## src/rtl/cipher_pkg.sv

```systemverilog
// Shared definitions for the Feistel encrypter/decrypter pair.
// Contents: block/half widths, default round count and rotate amount,
// FSM state encoding, and the round-key and round-function helpers.
package cipher_pkg;

  localparam int BLOCK_W = 64;
  localparam int HALF_W  = 32;
  localparam int ROUNDS  = 8;
  localparam int ROT     = 5;

  typedef enum logic [1:0] {
    IDLE = 2'd0,
    RUN  = 2'd1,
    DONE = 2'd2
  } state_t;

  // Left rotate of a 32-bit word; amounts wrap modulo the word width.
  function automatic logic [HALF_W-1:0] rotl32(input logic [HALF_W-1:0] x,
                                               input int amt);
    int s;
    s = amt % HALF_W;
    if (s == 0) return x;
    return (x << s) | (x >> (HALF_W - s));
  endfunction

  // Round key i: upper half of the 64-bit key rotated left by 8*i bits.
  // Computed on the fly so no key schedule has to be stored.
  function automatic logic [HALF_W-1:0] round_key(input logic [BLOCK_W-1:0] key,
                                                  input int idx);
    int                 s;
    logic [BLOCK_W-1:0] kr;
    s  = (8 * idx) % BLOCK_W;
    kr = (s == 0) ? key : ((key << s) | (key >> (BLOCK_W - s)));
    return kr[BLOCK_W-1 -: HALF_W];
  endfunction

  // Round function F(X,K) = rotl32(X ^ K, rot) + K, modulo 2^32.
  function automatic logic [HALF_W-1:0] f_func(input logic [HALF_W-1:0] x,
                                               input logic [HALF_W-1:0] k,
                                               input int rot);
    return rotl32(x ^ k, rot) + k;
  endfunction

endpackage

```

## src/rtl/feistel_dec_round.sv

```systemverilog
// One combinational decryption round; the inverse of the encrypter round
// L' = R, R' = L ^ F(R,K).
// Ports:
//   l, r         current halves
//   k_i          round key for this step
//   l_new, r_new halves after undoing one encryption round
module feistel_dec_round #(
  parameter int ROT = cipher_pkg::ROT
) (
  input  logic [31:0] l,
  input  logic [31:0] r,
  input  logic [31:0] k_i,
  output logic [31:0] l_new,
  output logic [31:0] r_new
);

  import cipher_pkg::*;

  // The encrypter's new L is its old R, so F is applied to our L.
  assign r_new = l;
  assign l_new = r ^ f_func(l, k_i, ROT);

endmodule

```

## src/rtl/decrypter.sv

```systemverilog
// Iterative Feistel decrypter: one round per clock using a single shared
// round block, keys applied in descending order.
// Ports:
//   clk       clock, rising edge
//   rst       asynchronous active-high reset
//   set       start pulse; restarts from any state
//   data_in   ciphertext, bit 0 is MSB
//   key_in    64-bit key
//   data_out  recovered plaintext, held until the next accepted set
//   status    high while data_out holds a fresh result
module decrypter #(
  parameter int ROUNDS = cipher_pkg::ROUNDS,
  parameter int ROT    = cipher_pkg::ROT
) (
  input  logic        clk,
  input  logic        rst,
  input  logic        set,
  input  logic [0:63] data_in,
  input  logic [0:63] key_in,
  output logic [0:63] data_out,
  output logic        status
);

  import cipher_pkg::*;

  localparam int CNT_W = (ROUNDS > 1) ? $clog2(ROUNDS) : 1;

  state_t             state;
  logic [CNT_W-1:0]   cnt;
  logic [HALF_W-1:0]  l_q;
  logic [HALF_W-1:0]  r_q;
  logic [BLOCK_W-1:0] key_q;
  logic [HALF_W-1:0]  k_i;
  logic [HALF_W-1:0]  l_new;
  logic [HALF_W-1:0]  r_new;

  // Round index is the counter itself, so the key for round i comes
  // straight from the latched key.
  assign k_i = round_key(key_q, int'(cnt));

  feistel_dec_round #(.ROT(ROT)) u_round (
    .l     (l_q),
    .r     (r_q),
    .k_i   (k_i),
    .l_new (l_new),
    .r_new (r_new)
  );

  // NOTE: state registers use non-blocking assignments so every register
  // samples pre-edge values; blocking here would chain rounds within a cycle.
  always_ff @(posedge clk or posedge rst) begin
    if (rst) begin
      state    <= IDLE;
      cnt      <= '0;
      l_q      <= '0;
      r_q      <= '0;
      key_q    <= '0;
      data_out <= '0;
      status   <= 1'b0;
    end else if (set) begin
      // Accepted in every state: a set during RUN/DONE restarts cleanly.
      // data_out is left alone so it keeps the previous result.
      l_q    <= data_in[0:31];
      r_q    <= data_in[32:63];
      key_q  <= key_in;
      cnt    <= CNT_W'(ROUNDS - 1);
      status <= 1'b0;
      state  <= RUN;
    end else begin
      case (state)
        IDLE: ;
        RUN: begin
          l_q <= l_new;
          r_q <= r_new;
          if (cnt == '0) state <= DONE;
          else           cnt   <= cnt - 1'b1;
        end
        // Publishing one cycle after the last round gives the ROUNDS+1
        // latency and keeps intermediate values off data_out.
        DONE: begin
          data_out <= {l_q, r_q};
          status   <= 1'b1;
        end
        default: state <= IDLE;
      endcase
    end
  end

endmodule

```

## config.mk

```make
export PLATFORM = sky130hd
export DESIGN_NAME = decrypter
export DESIGN_NICKNAME = d
export VERILOG_FILES = /design/src/rtl/cipher_pkg.sv /design/src/rtl/feistel_dec_round.sv /design/src/rtl/decrypter.sv
export SDC_FILE = /design/constraint.sdc
export NUM_CORES = 1
export LEC_CHECK = 0
export ABC_AREA = 1
export BUFFER_PORTS_ARGS = -buffer_cell sky130_fd_sc_hd__buf_4
export CAP_MARGIN = 5
export CORE_MARGIN = 5
export CORE_UTILIZATION = 45
export DETAILED_ROUTE_END_ITERATION = 10
export PLACE_DENSITY = 0.65
export SYNTH_ARGS = -nofsm -noshare
export SYNTH_HDL_FRONTEND = slang
export SYNTH_HIERARCHICAL = 1
export SYNTH_SLANG_ARGS = --single-unit
```

## constraint.sdc

```tcl
create_clock -name clk -period 8.11 [get_ports clk]
set_clock_uncertainty 0.05 [all_clocks]
set_input_delay 0.811 -clock clk [delete_from_list [all_inputs] [get_ports clk]]
set_output_delay 0.811 -clock clk [all_outputs]
set_load 0.1 [all_outputs]
```

==> results.cfg, run 1 <==
[outcome]
run_status = completed

[global_route]
antenna_found_initial = 0
grt_util_all_layers_pct = 26.2
pin_count_of_the_biggest_net_entering_global_routing = 129
grt-ovfl-total = 0
grt_first_pass_wirelength_um = 70400
number_of_global_route_vias_before_repair = 12500

[timing]
fmax_mhz = 181
post-route-period-util_pct = 67.9
fin_setup_tns_ps = 0
worst_pin_slew_ps = 990
finalHoldViolCount = 0
setup_repair_after_global_routing_missed_its_margin = false
worst_slew_margin_rel_pct = 34.0
layout_min_cycle_time_ps = 5510
final-max-slew-violation-count = 0
finalSetupViolations = 0

[worst_setup_path]
arrival_ps = 5730
crit-reg2reg-capture = l_q[28]
ff2ff_path_depth = 24
critical_path_launch_point_type = flop
critical_path.reg2reg.startpoint = cnt[1]
critical_path.max_fanout = 27
r2r_slack_ps = 2600
setup.worst_path.class = reg2reg
worst_setup_path_end_kind = flop
required_ps = 8330

[synth]
ys_seq_elements = 198
ys.warnings.count = 6
syn-mean-instance-area_um2 = 6.86
netlist-cell-type-count = 38
synthesized_net_count = 2184
asyncSetResetFlopFracSynth_pct = 100
netlist_area_um2 = 13800
netlist_instances = 2015
sequential_element_share_of_the_synthesized_area_pct = 35.8
synthFlopType = sky130_fd_sc_hd__dfrtp_1
synth-edff-count = 0

[layout]
n_fill_cell = 3119
seqCellArea_um2 = 4960
finalNetCount = 2292
area_occupied_by_multi_input_gates_um2 = 7470
antenna_cells = 0
layout-area-overhead-vs-synth_pct = 13.8
drive_gt1_share_pct = 14.0

[cts]
clock_insertion_delay_worst_skew_ps = 440
cts_root_buf = sky130_fd_sc_hd__clkbuf_16
cts_post_setup_buffers_inserted = 0
cts-buffers-inserted = 17
tritoncts = built
clock-sinks = 198
cts_hold_buffers_added = 0
ctsResizeCount = 0
clkTransAtPathRegs_ps = 80
clock_tree.htree_level_count = 4
ctsLongestPathBuffers = 2

[floorplan]
number_of_top_level_design_ports = 196
die-height_um = 185
floorplan.die.width_um = 185
floorplan.initialDensity_pct = 45.4
design.core.area_um2 = 30400
core.rowCount = 64
design.die.area_um2 = 34300

[routing]
drt_wl_total_um = 44800
number_of_drc_markers_in_iteration_0 = 1335
initial_drt_pass_iterations = 5
wl_per_cell_um = 17.7
postRouteAntennaNets = 0
num_vias = 13100
via_per_inst = 5.19
drc = 0

[worst_hold_path]
worstHoldPathType = reg2reg
worstHoldPathCells = 1
holdPathEnd = data_out[34]
hold_path_startpoint = data_out[34]

[run]
max-cap-violations = 0

[placement]
dpl.hpwl_um = 33600
count_of_port_buffers_added_during_placement = 195
routabilityCongestion = 0.980
==> layout make-up <==
type | count | share of cell area (%)
Inverter | 179 | 4.39
Multi-Input combinational cell | 1523 | 47.5
Clock inverter | 15 | 1.05
Tap cell | 396 | 3.15
Sequential cell | 198 | 31.5
Clock buffer | 17 | 2.70
Timing Repair Buffer | 204 | 9.73
==> layout by cell type, fill, tap and decap left out <==
master                       instances
sky130_fd_sc_hd__nand2_1           877
sky130_fd_sc_hd__nand3b_1            6
sky130_fd_sc_hd__inv_8               2
sky130_fd_sc_hd__nand3_2             2
sky130_fd_sc_hd__inv_6               8
sky130_fd_sc_hd__nor2_2              2
sky130_fd_sc_hd__clkbuf_16          17
sky130_fd_sc_hd__nand3_1            68
sky130_fd_sc_hd__inv_2               1
sky130_fd_sc_hd__xnor2_1            20
sky130_fd_sc_hd__dfrtp_1           197
sky130_fd_sc_hd__nor2_1            231
sky130_fd_sc_hd__nor2_8              2
sky130_fd_sc_hd__nor3_1              4
sky130_fd_sc_hd__fa_1                1
sky130_fd_sc_hd__clkinv_1            3
sky130_fd_sc_hd__a21oi_4             1
sky130_fd_sc_hd__or2_4               1
sky130_fd_sc_hd__nand2_2             8
sky130_fd_sc_hd__o21bai_1            1
sky130_fd_sc_hd__a31oi_1            64
sky130_fd_sc_hd__mux2_2             26
sky130_fd_sc_hd__o21ai_0            17
sky130_fd_sc_hd__mux2_4             10
sky130_fd_sc_hd__a21oi_1            45
sky130_fd_sc_hd__nand4_1             4
sky130_fd_sc_hd__clkinvlp_4          3
sky130_fd_sc_hd__a21o_1              2
sky130_fd_sc_hd__xor2_1             59
sky130_fd_sc_hd__dfrtp_2             1
sky130_fd_sc_hd__buf_4             204
sky130_fd_sc_hd__mux2_1             28
sky130_fd_sc_hd__clkinv_4            1
sky130_fd_sc_hd__a22oi_1             2
sky130_fd_sc_hd__ha_1               37
sky130_fd_sc_hd__bufinv_16           2
sky130_fd_sc_hd__inv_1             171
sky130_fd_sc_hd__clkinv_2            3
sky130_fd_sc_hd__o21ai_2             2
sky130_fd_sc_hd__nand2_4             3
==> metal layers <==
layer / GRT usage [%] / up-vias / share of wire (%)
met3: 5.24 / 61 / 8.1
met4: 7.69 / 0 / 2.5
met2: 36.6 / 484 / 41
li1: - / 6427 / -
met5: 0 / - / 0
met1: 40.7 / 6161 / 48
==> metrics by stage <==
step,area [µm²],cells,hold slack [ps],setup WS [ps],util (%)
6_report,15700,2532,446,2600,51.7
5_1_grt,15700,2532,469,2120,51.7
4_1_cts,15700,2532,450,2640,51.7
3_5_place_dp,15100,2500,429,2670,49.8
3_3_place_gp,15100,2500,426,2860,49.8
2_1_floorplan,13800,2015,414,1850,-
==> worst max-delay path, cell delays in order (launching register included) <==
cell	delay, ps
sky130_fd_sc_hd__dfrtp_1	550
sky130_fd_sc_hd__inv_6	190
sky130_fd_sc_hd__ha_1	170
sky130_fd_sc_hd__ha_1	750
sky130_fd_sc_hd__clkinv_1	730
sky130_fd_sc_hd__buf_4	450
sky130_fd_sc_hd__nand2_1	110
sky130_fd_sc_hd__nor2_1	50
sky130_fd_sc_hd__nor2_1	220
sky130_fd_sc_hd__xor2_1	190
sky130_fd_sc_hd__ha_1	220
sky130_fd_sc_hd__inv_1	70
sky130_fd_sc_hd__fa_1	430
sky130_fd_sc_hd__inv_1	120
sky130_fd_sc_hd__nand3_1	80
sky130_fd_sc_hd__nand3_1	150
sky130_fd_sc_hd__nand3_1	90
sky130_fd_sc_hd__nand3_1	200
sky130_fd_sc_hd__nand2_1	130
sky130_fd_sc_hd__nand2_1	90
sky130_fd_sc_hd__nand2_1	50
sky130_fd_sc_hd__nand2_1	50
sky130_fd_sc_hd__inv_1	30
sky130_fd_sc_hd__nand2_1	60
sky130_fd_sc_hd__a31oi_1	110
==> synth_stat cells (3+ instances only) <==
| cell type | n | area share [%] |
|---|---|---|
| sky130_fd_sc_hd__a21oi_1 | 45 | 1.6 |
| sky130_fd_sc_hd__a31oi_1 | 64 | 2.9 |
| sky130_fd_sc_hd__buf_1 | 4 | 0.11 |
| sky130_fd_sc_hd__buf_2 | 29 | 1.0 |
| sky130_fd_sc_hd__buf_4 | 37 | 2.0 |
| sky130_fd_sc_hd__buf_6 | 16 | 1.3 |
| sky130_fd_sc_hd__clkbuf_1 | 28 | 0.76 |
| sky130_fd_sc_hd__clkinv_1 | 3 | 0.081 |
| sky130_fd_sc_hd__dfrtp_1 | 198 | 36 |
| sky130_fd_sc_hd__ha_1 | 37 | 3.3 |
| sky130_fd_sc_hd__inv_1 | 172 | 4.7 |
| sky130_fd_sc_hd__mux2_1 | 28 | 2.3 |
| sky130_fd_sc_hd__mux2_2 | 26 | 2.1 |
| sky130_fd_sc_hd__mux2_4 | 10 | 1.1 |
| sky130_fd_sc_hd__nand2_1 | 879 | 24 |
| sky130_fd_sc_hd__nand2_2 | 8 | 0.36 |
| sky130_fd_sc_hd__nand3_1 | 68 | 2.5 |
| sky130_fd_sc_hd__nand3b_1 | 6 | 0.33 |
| sky130_fd_sc_hd__nand4_1 | 4 | 0.18 |
| sky130_fd_sc_hd__nor2_1 | 231 | 6.3 |
| sky130_fd_sc_hd__nor3_1 | 4 | 0.14 |
| sky130_fd_sc_hd__o21ai_0 | 17 | 0.62 |
| sky130_fd_sc_hd__xnor2_1 | 20 | 1.3 |
| sky130_fd_sc_hd__xor2_1 | 59 | 3.7 |
==> registers in the layout, indices dropped and copies added, names as in the netlist <==
| signal | count |
|---|---|
| data_out | 64 |
| key_q | 64 |
| l_q | 32 |
| r_q | 32 |
| cnt | 3 |
| state | 2 |
| status | 1 |
==> worst max-delay path by stage <==
stage / start / end / slack [ps] / cells past startpoint
6_report: cnt[1] / l_q[28] / 2600 / 24
5_1_grt: cnt[1] / l_q[28] / 2120 / 24
3_3_place_gp: cnt[1] / l_q[28] / 2860 / 24
2_1_floorplan: rst / cnt[0] / 1850 / 1
4_1_cts: cnt[1] / l_q[28] / 2640 / 24
3_5_place_dp: cnt[1] / l_q[28] / 2670 / 24
==> kinds of logic (layout without fill, tap and decap cells) <==
kind of cell,count (synthesis),in the layout,share of synthesized area (%)
simple gates,1208,1208,34.3
compound gates,134,134,5.65
buf+inv,294,415,10.3
xor+xnor,79,79,5.00
fa+ha+maj,38,38,3.49
mux,64,64,5.48
flops,198,198,35.8
Power of run 1 is left out: the tool's default activity adds up to more than one toggle a clock period on the data nets, which glitch-free logic cannot reach.
==> run 2: changes to the inputs <==
--- a/config.mk
+++ b/config.mk
@@ -11,7 +11,7 @@
 export CORE_MARGIN = 5
 export CORE_UTILIZATION = 45
 export DETAILED_ROUTE_END_ITERATION = 10
-export PLACE_DENSITY = 0.65
+export PLACE_DENSITY = 0.68
 export SYNTH_ARGS = -nofsm -noshare
 export SYNTH_HDL_FRONTEND = slang
 export SYNTH_HIERARCHICAL = 1
==> constraint.sdc (replaced) <==
create_clock -name clk -period 4.9 [get_ports clk]
set_clock_uncertainty 0.05 [all_clocks]
set_input_delay 0.49 -clock clk [delete_from_list [all_inputs] [get_ports clk]]
set_output_delay 0.49 -clock clk [all_outputs]
set_load 0.1 [all_outputs]
==> run 2 against run 1 <==
Via count down 0.58%. Sequential share of layout area shrank 0.16 points. Critical path depth decreased by 2. Global-route usage shrank 0.82 points. Sequential cell count did not move. Final area up 0.55%. Count of clock-buffer cells in the layout grew 2. Maximum frequency up 21%. Worst setup slack worse by 2300 ps. First-iteration DRC count fell by 12%. Die area is the same. Wire length down 2.0%. Critical path type unchanged. Largest cell class unchanged.
==> results.cfg, run 2 (synthesis results as in run 1) <==
[routing]
via_per_inst = 5.14
num_vias = 13100
initial_drt_pass_iterations = 6
postRouteAntennaNets = 0
drt_wl_total_um = 43900
wl_per_cell_um = 17.3
drc = 0
number_of_drc_markers_in_iteration_0 = 1175

[layout]
finalNetCount = 2299
leading_cell_types_in_the_layout_fill_and_taps_excluded = sky130_fd_sc_hd__nand2_1, sky130_fd_sc_hd__nor2_1, sky130_fd_sc_hd__buf_4, sky130_fd_sc_hd__dfrtp_1, sky130_fd_sc_hd__inv_1
utilization_pct = 52.0
layout_commonest_cell = sky130_fd_sc_hd__nand2_1
registers_with_the_most_flip_flops = data_out (64), key_q (64)
n_fill_cell = 3073
antenna_cells = 0
drive_gt1_share_pct = 14.3
finish.cell_count_without_fillers = 2539
layout-area-overhead-vs-synth_pct = 14.4

[worst_setup_path]
setup.worst_path.class = reg2reg
critical_path.max_fanout = 16
worst_setup_path_end_kind = flop
required_ps = 5190
critical_path_launch_point_type = flop
critical_path_buf_inv_count = 4
timing.critical_path.cells = inv_6, ha_1, ha_1, a21oi_4, nand2_1, nor2_1, nor2_1, nor2_1, ha_1, inv_1, fa_1, inv_1, nand3_1, nand3_1, nand3_1, nand3_1, nand2_1, nand3b_1, nand2_1, inv_1, nand2_1, a31oi_1
cp_slowest_cell = sky130_fd_sc_hd__dfrtp_2
slowest_delay_ps = 520
critical_path.top_delay_family = simple AND/OR/NAND/NOR gates
arrival_ps = 4850

[cts]
clock_insertion_delay_worst_skew_ps = 450
clock-sinks = 198
tritoncts = built
clock_tree.htree_level_count = 4
clkTransAtPathRegs_ps = 80
ctsLongestPathBuffers = 2
cts-buffers-inserted = 17
cts_root_buf = sky130_fd_sc_hd__clkbuf_16

[global_route]
antenna_found_initial = 0
grt-ovfl-total = 0
pin_count_of_the_biggest_net_entering_global_routing = 116
grt_first_pass_wirelength_um = 68500
grt_util_all_layers_pct = 25.4
number_of_global_route_vias_before_repair = 12500

[timing]
post-route-period-util_pct = 93.1
fmax_mhz = 219
finalHoldViolCount = 0
layout_min_cycle_time_ps = 4560
fin_ws_ps = 337
setup_repair_after_global_routing_missed_its_margin = false
final-max-slew-violation-count = 0
worst_pin_slew_ps = 1060
fin_setup_tns_ps = 0
finalSetupViolations = 0
worst_slew_margin_rel_pct = 29.6

[floorplan]
die-height_um = 185
floorplan.initialDensity_pct = 45.4
floorplan.die.width_um = 185
design.die.area_um2 = 34300
design.core.area_um2 = 30400
number_of_top_level_design_ports = 196
core.rowCount = 64

[worst_hold_path]
worstHoldPathType = in2reg

[outcome]
run_status = completed

[placement]
dp_cells = 2506
routabilityCongestion = 0.997
pre_cts_ws_ps = 204
dpl.hpwl_um = 33600
count_of_port_buffers_added_during_placement = 195

[run]
max-cap-violations = 0
run 2: cell count changes in the layout (fill, tap and decap cells not counted), moves of 2 or more:
cell | before | now
sky130_fd_sc_hd__dfrtp_2 | 1 | 3
sky130_fd_sc_hd__clkbuf_8 | 0 | 2
sky130_fd_sc_hd__buf_4 | 204 | 209
sky130_fd_sc_hd__dfrtp_1 | 197 | 195
sky130_fd_sc_hd__inv_6 | 8 | 5
run 2: stage by stage:
| step | area, µm² | hold WS, ps |
|---|---|---|
| after floorplan | 13800 | 414 |
| after global placement | 15200 | 425 |
| after detailed placement | 15200 | 425 |
| after CTS | 15800 | 174 |
| after global routing | 15800 | 189 |
| final | 15800 | 193 |
run 2: worst reg2reg max path: cells and delay by family, from the launching register on:
family	cells	cell delay (ps)
and+or+nand+nor	12	1560
AOI/OAI and AO/OA	2	700
buffers and inverters	4	360
DFF	1	520
adders and majority gates	4	1280
run 2: final timing paths:
| path | slack [ps] | start | endpoint | cells after the start |
|---|---|---|---|---|
| max in group asynchronous | 3070 | rst | l_q[28] | 4 |
| worst max-delay path | 340 | cnt[1] | l_q[28] | 22 |
| worst min register to register | 440 | status | status | 2 |
| worst max register to register | 340 | cnt[1] | l_q[28] | 22 |
| worst min-delay path | 190 | key_in[52] | key_q[11] | 3 |
| min in group asynchronous | 530 | rst | l_q[9] | 3 |
run 2: repair_timing:
action                                  CTS  global route
buffers inserted                          0             0
hold buffers                              1             0
resized for setup                         0             2
endpoints found under the hold margin    11             0
endpoints found under the setup margin    0             4
run 2: layout make-up:
type                            instances  area (µm²)  area share [%]
Sequential cell                       198        4960            31.3
Multi-Input combinational cell       1523        7460            47.2
Clock inverter                         13         163            1.03
Timing Repair Buffer                  211        1600            10.1
Tap cell                              396         495            3.13
Inverter                              179         687            4.34
Clock buffer                           19         453            2.86
run 2: per-layer routing:
metal / vias to the layer above / GRT usage [%] / routed length (µm)
met4: 0 / 8.87 / 1460
li1: 6450 / - / -
met1: 6082 / 38.1 / 20800
met5: - / 0 / 0
met2: 455 / 36.8 / 18400
met3: 70 / 4.50 / 3210
Power of run 2 is left out for the same reason.
==> run 3: changes to the inputs <==
--- a/config.mk
+++ b/config.mk
@@ -6,12 +6,11 @@
 export NUM_CORES = 1
 export LEC_CHECK = 0
 export ABC_AREA = 1
-export BUFFER_PORTS_ARGS = -buffer_cell sky130_fd_sc_hd__buf_4
 export CAP_MARGIN = 5
 export CORE_MARGIN = 5
 export CORE_UTILIZATION = 45
 export DETAILED_ROUTE_END_ITERATION = 10
-export PLACE_DENSITY = 0.68
+export DONT_BUFFER_PORTS = 1
 export SYNTH_ARGS = -nofsm -noshare
 export SYNTH_HDL_FRONTEND = slang
 export SYNTH_HIERARCHICAL = 1
==> run 3 against run 2 <==
Cell count down 7.5%. Core utilization fell by 4.8 points. Wire length rose by 0.70%. Sequential cell count is the same. Critical path type unchanged. Critical endpoint is now l_q[21].
==> results.cfg, run 3 (synthesis results as in run 1) <==
[layout]
drive_gt1_share_pct = 5.79
layout_commonest_cell = sky130_fd_sc_hd__nand2_1
utilization_pct = 47.2
design_area_um2 = 14400
registers_with_the_most_flip_flops = data_out (64), key_q (64)
antenna_cells = 0
finalNetCount = 2110
leading_cell_types_in_the_layout_fill_and_taps_excluded = sky130_fd_sc_hd__nand2_1, sky130_fd_sc_hd__nor2_1, sky130_fd_sc_hd__dfrtp_1, sky130_fd_sc_hd__inv_1, sky130_fd_sc_hd__nand3_1
layout-area-overhead-vs-synth_pct = 3.89

[routing]
wl_per_cell_um = 18.8
postRouteAntennaNets = 0
initial_drt_pass_iterations = 5
num_vias = 12300
via_per_inst = 5.25
drc = 0
drt_wl_total_um = 44200
number_of_drc_markers_in_iteration_0 = 1184

[worst_setup_path]
critical_path_launch_point_type = flop
arrival_ps = 4630
worst_setup_path_end_kind = flop
required_ps = 5200
critical_path.max_fanout = 9
setup.worst_path.class = reg2reg

[timing]
finalSetupViolations = 0
fin_ws_ps = 573
fmax_mhz = 231
setup_repair_after_global_routing_missed_its_margin = false
layout_min_cycle_time_ps = 4330
worst_slew_margin_rel_pct = 34.9
fin_setup_tns_ps = 0
post-route-period-util_pct = 88.3
finalHoldViolCount = 0
final-max-slew-violation-count = 0
worst_pin_slew_ps = 976

[floorplan]
design.die.area_um2 = 34300
floorplan.initialDensity_pct = 45.4
core.rowCount = 64
die-height_um = 185
number_of_top_level_design_ports = 196
floorplan.die.width_um = 185
design.core.area_um2 = 30400

[cts]
clkTransAtPathRegs_ps = 80
ctsResizeCount = 0
ctsLongestPathBuffers = 2
cts-buffers-inserted = 17
cts_root_buf = sky130_fd_sc_hd__clkbuf_16
clock-sinks = 198
clock_tree.htree_level_count = 4
clock_insertion_delay_worst_skew_ps = 450
tritoncts = built

[global_route]
grt_first_pass_wirelength_um = 68600
grt-ovfl-total = 0
grt_util_all_layers_pct = 25.8
pin_count_of_the_biggest_net_entering_global_routing = 140
number_of_global_route_vias_before_repair = 11900
antenna_found_initial = 0

[worst_hold_path]
worstHoldPathType = in2reg

[placement]
placed_cell_area_um2 = 13700
count_of_port_buffers_added_during_placement = 0
routabilityCongestion = 0.970
dpl.hpwl_um = 33500
pre_cts_ws_ps = 410

[outcome]
run_status = completed

[run]
max-cap-violations = 0
run 3: cell types whose count changed in the layout (fill, tap and decap cells not counted):
cell,change
sky130_fd_sc_hd__buf_4,-189
sky130_fd_sc_hd__nand2_2,-1
sky130_fd_sc_hd__clkinv_8,-1
sky130_fd_sc_hd__dfrtp_1,+2
sky130_fd_sc_hd__clkbuf_1,+2
sky130_fd_sc_hd__nand2_4,+1
sky130_fd_sc_hd__clkbuf_8,-2
sky130_fd_sc_hd__dfrtp_2,-2
run 3: cell type report:
cell class                      instances  area [µm²]
Multi-Input combinational cell       1523        7470
Fill cell                            3223       16100
Timing Repair Buffer                   22         180
Clock buffer                           19         433
Sequential cell                       198        4960
Tap cell                              396         495
Inverter                              179         687
Clock inverter                         12         146
run 3: critical path: stages (launching register included):
cell and delay, ps:
sky130_fd_sc_hd__dfrtp_1 650, sky130_fd_sc_hd__inv_6 120, sky130_fd_sc_hd__ha_1 210, sky130_fd_sc_hd__ha_1 330, sky130_fd_sc_hd__a21oi_4 170, sky130_fd_sc_hd__buf_4 220, sky130_fd_sc_hd__nand2_1 70, sky130_fd_sc_hd__nor2_1 80
sky130_fd_sc_hd__nor2_1 50, sky130_fd_sc_hd__nor2_1 300, sky130_fd_sc_hd__xor2_1 290, sky130_fd_sc_hd__ha_1 350, sky130_fd_sc_hd__nand2_1 160, sky130_fd_sc_hd__inv_1 90, sky130_fd_sc_hd__nand2_1 80, sky130_fd_sc_hd__inv_1 100
sky130_fd_sc_hd__a21oi_1 150, sky130_fd_sc_hd__nand2_1 190, sky130_fd_sc_hd__nand2_1 150, sky130_fd_sc_hd__nand2_1 60, sky130_fd_sc_hd__nand2_1 50, sky130_fd_sc_hd__nand2_1 40, sky130_fd_sc_hd__inv_1 40, sky130_fd_sc_hd__nand2_1 50
sky130_fd_sc_hd__a31oi_1 190
run 3: metrics by stage:
stage	cells	hold slack, ps
detailed placement	2313	393
global placement	2313	399
CTS	2345	91.5
global route	2349	97.6
finish	2349	101
floorplan	2015	414
run 3: path summary, 6_finish.rpt:
kind	startpoint	to	slack, ps	depth (start not counted)
min in group asynchronous	rst	data_out[52]	520	2
setup reg to reg	cnt[1]	l_q[21]	570	24
max in group asynchronous	rst	data_out[36]	3070	3
hold reg to reg	key_q[12]	key_q[12]	460	2
setup / recovery	cnt[1]	l_q[21]	570	24
hold / removal	set	key_q[51]	100	1
run 3: routing by layer:
metal / up-vias / track usage, % / part of all wire [%]
li1: 6066 / - / -
met1: 5715 / 39.2 / 48
met2: 491 / 36.7 / 40
met3: 55 / 5.79 / 8.8
met4: 0 / 7.22 / 2.4
met5: - / 0 / 0
run 3: what timing repair did:
item                                    4_1_cts  5_1_grt
hold buffers                                  1        0
hold endpoints to repair                     23        0
buffers inserted                              0        4
endpoints found under the setup margin        0        1
Power of run 3 is left out for the same reason.
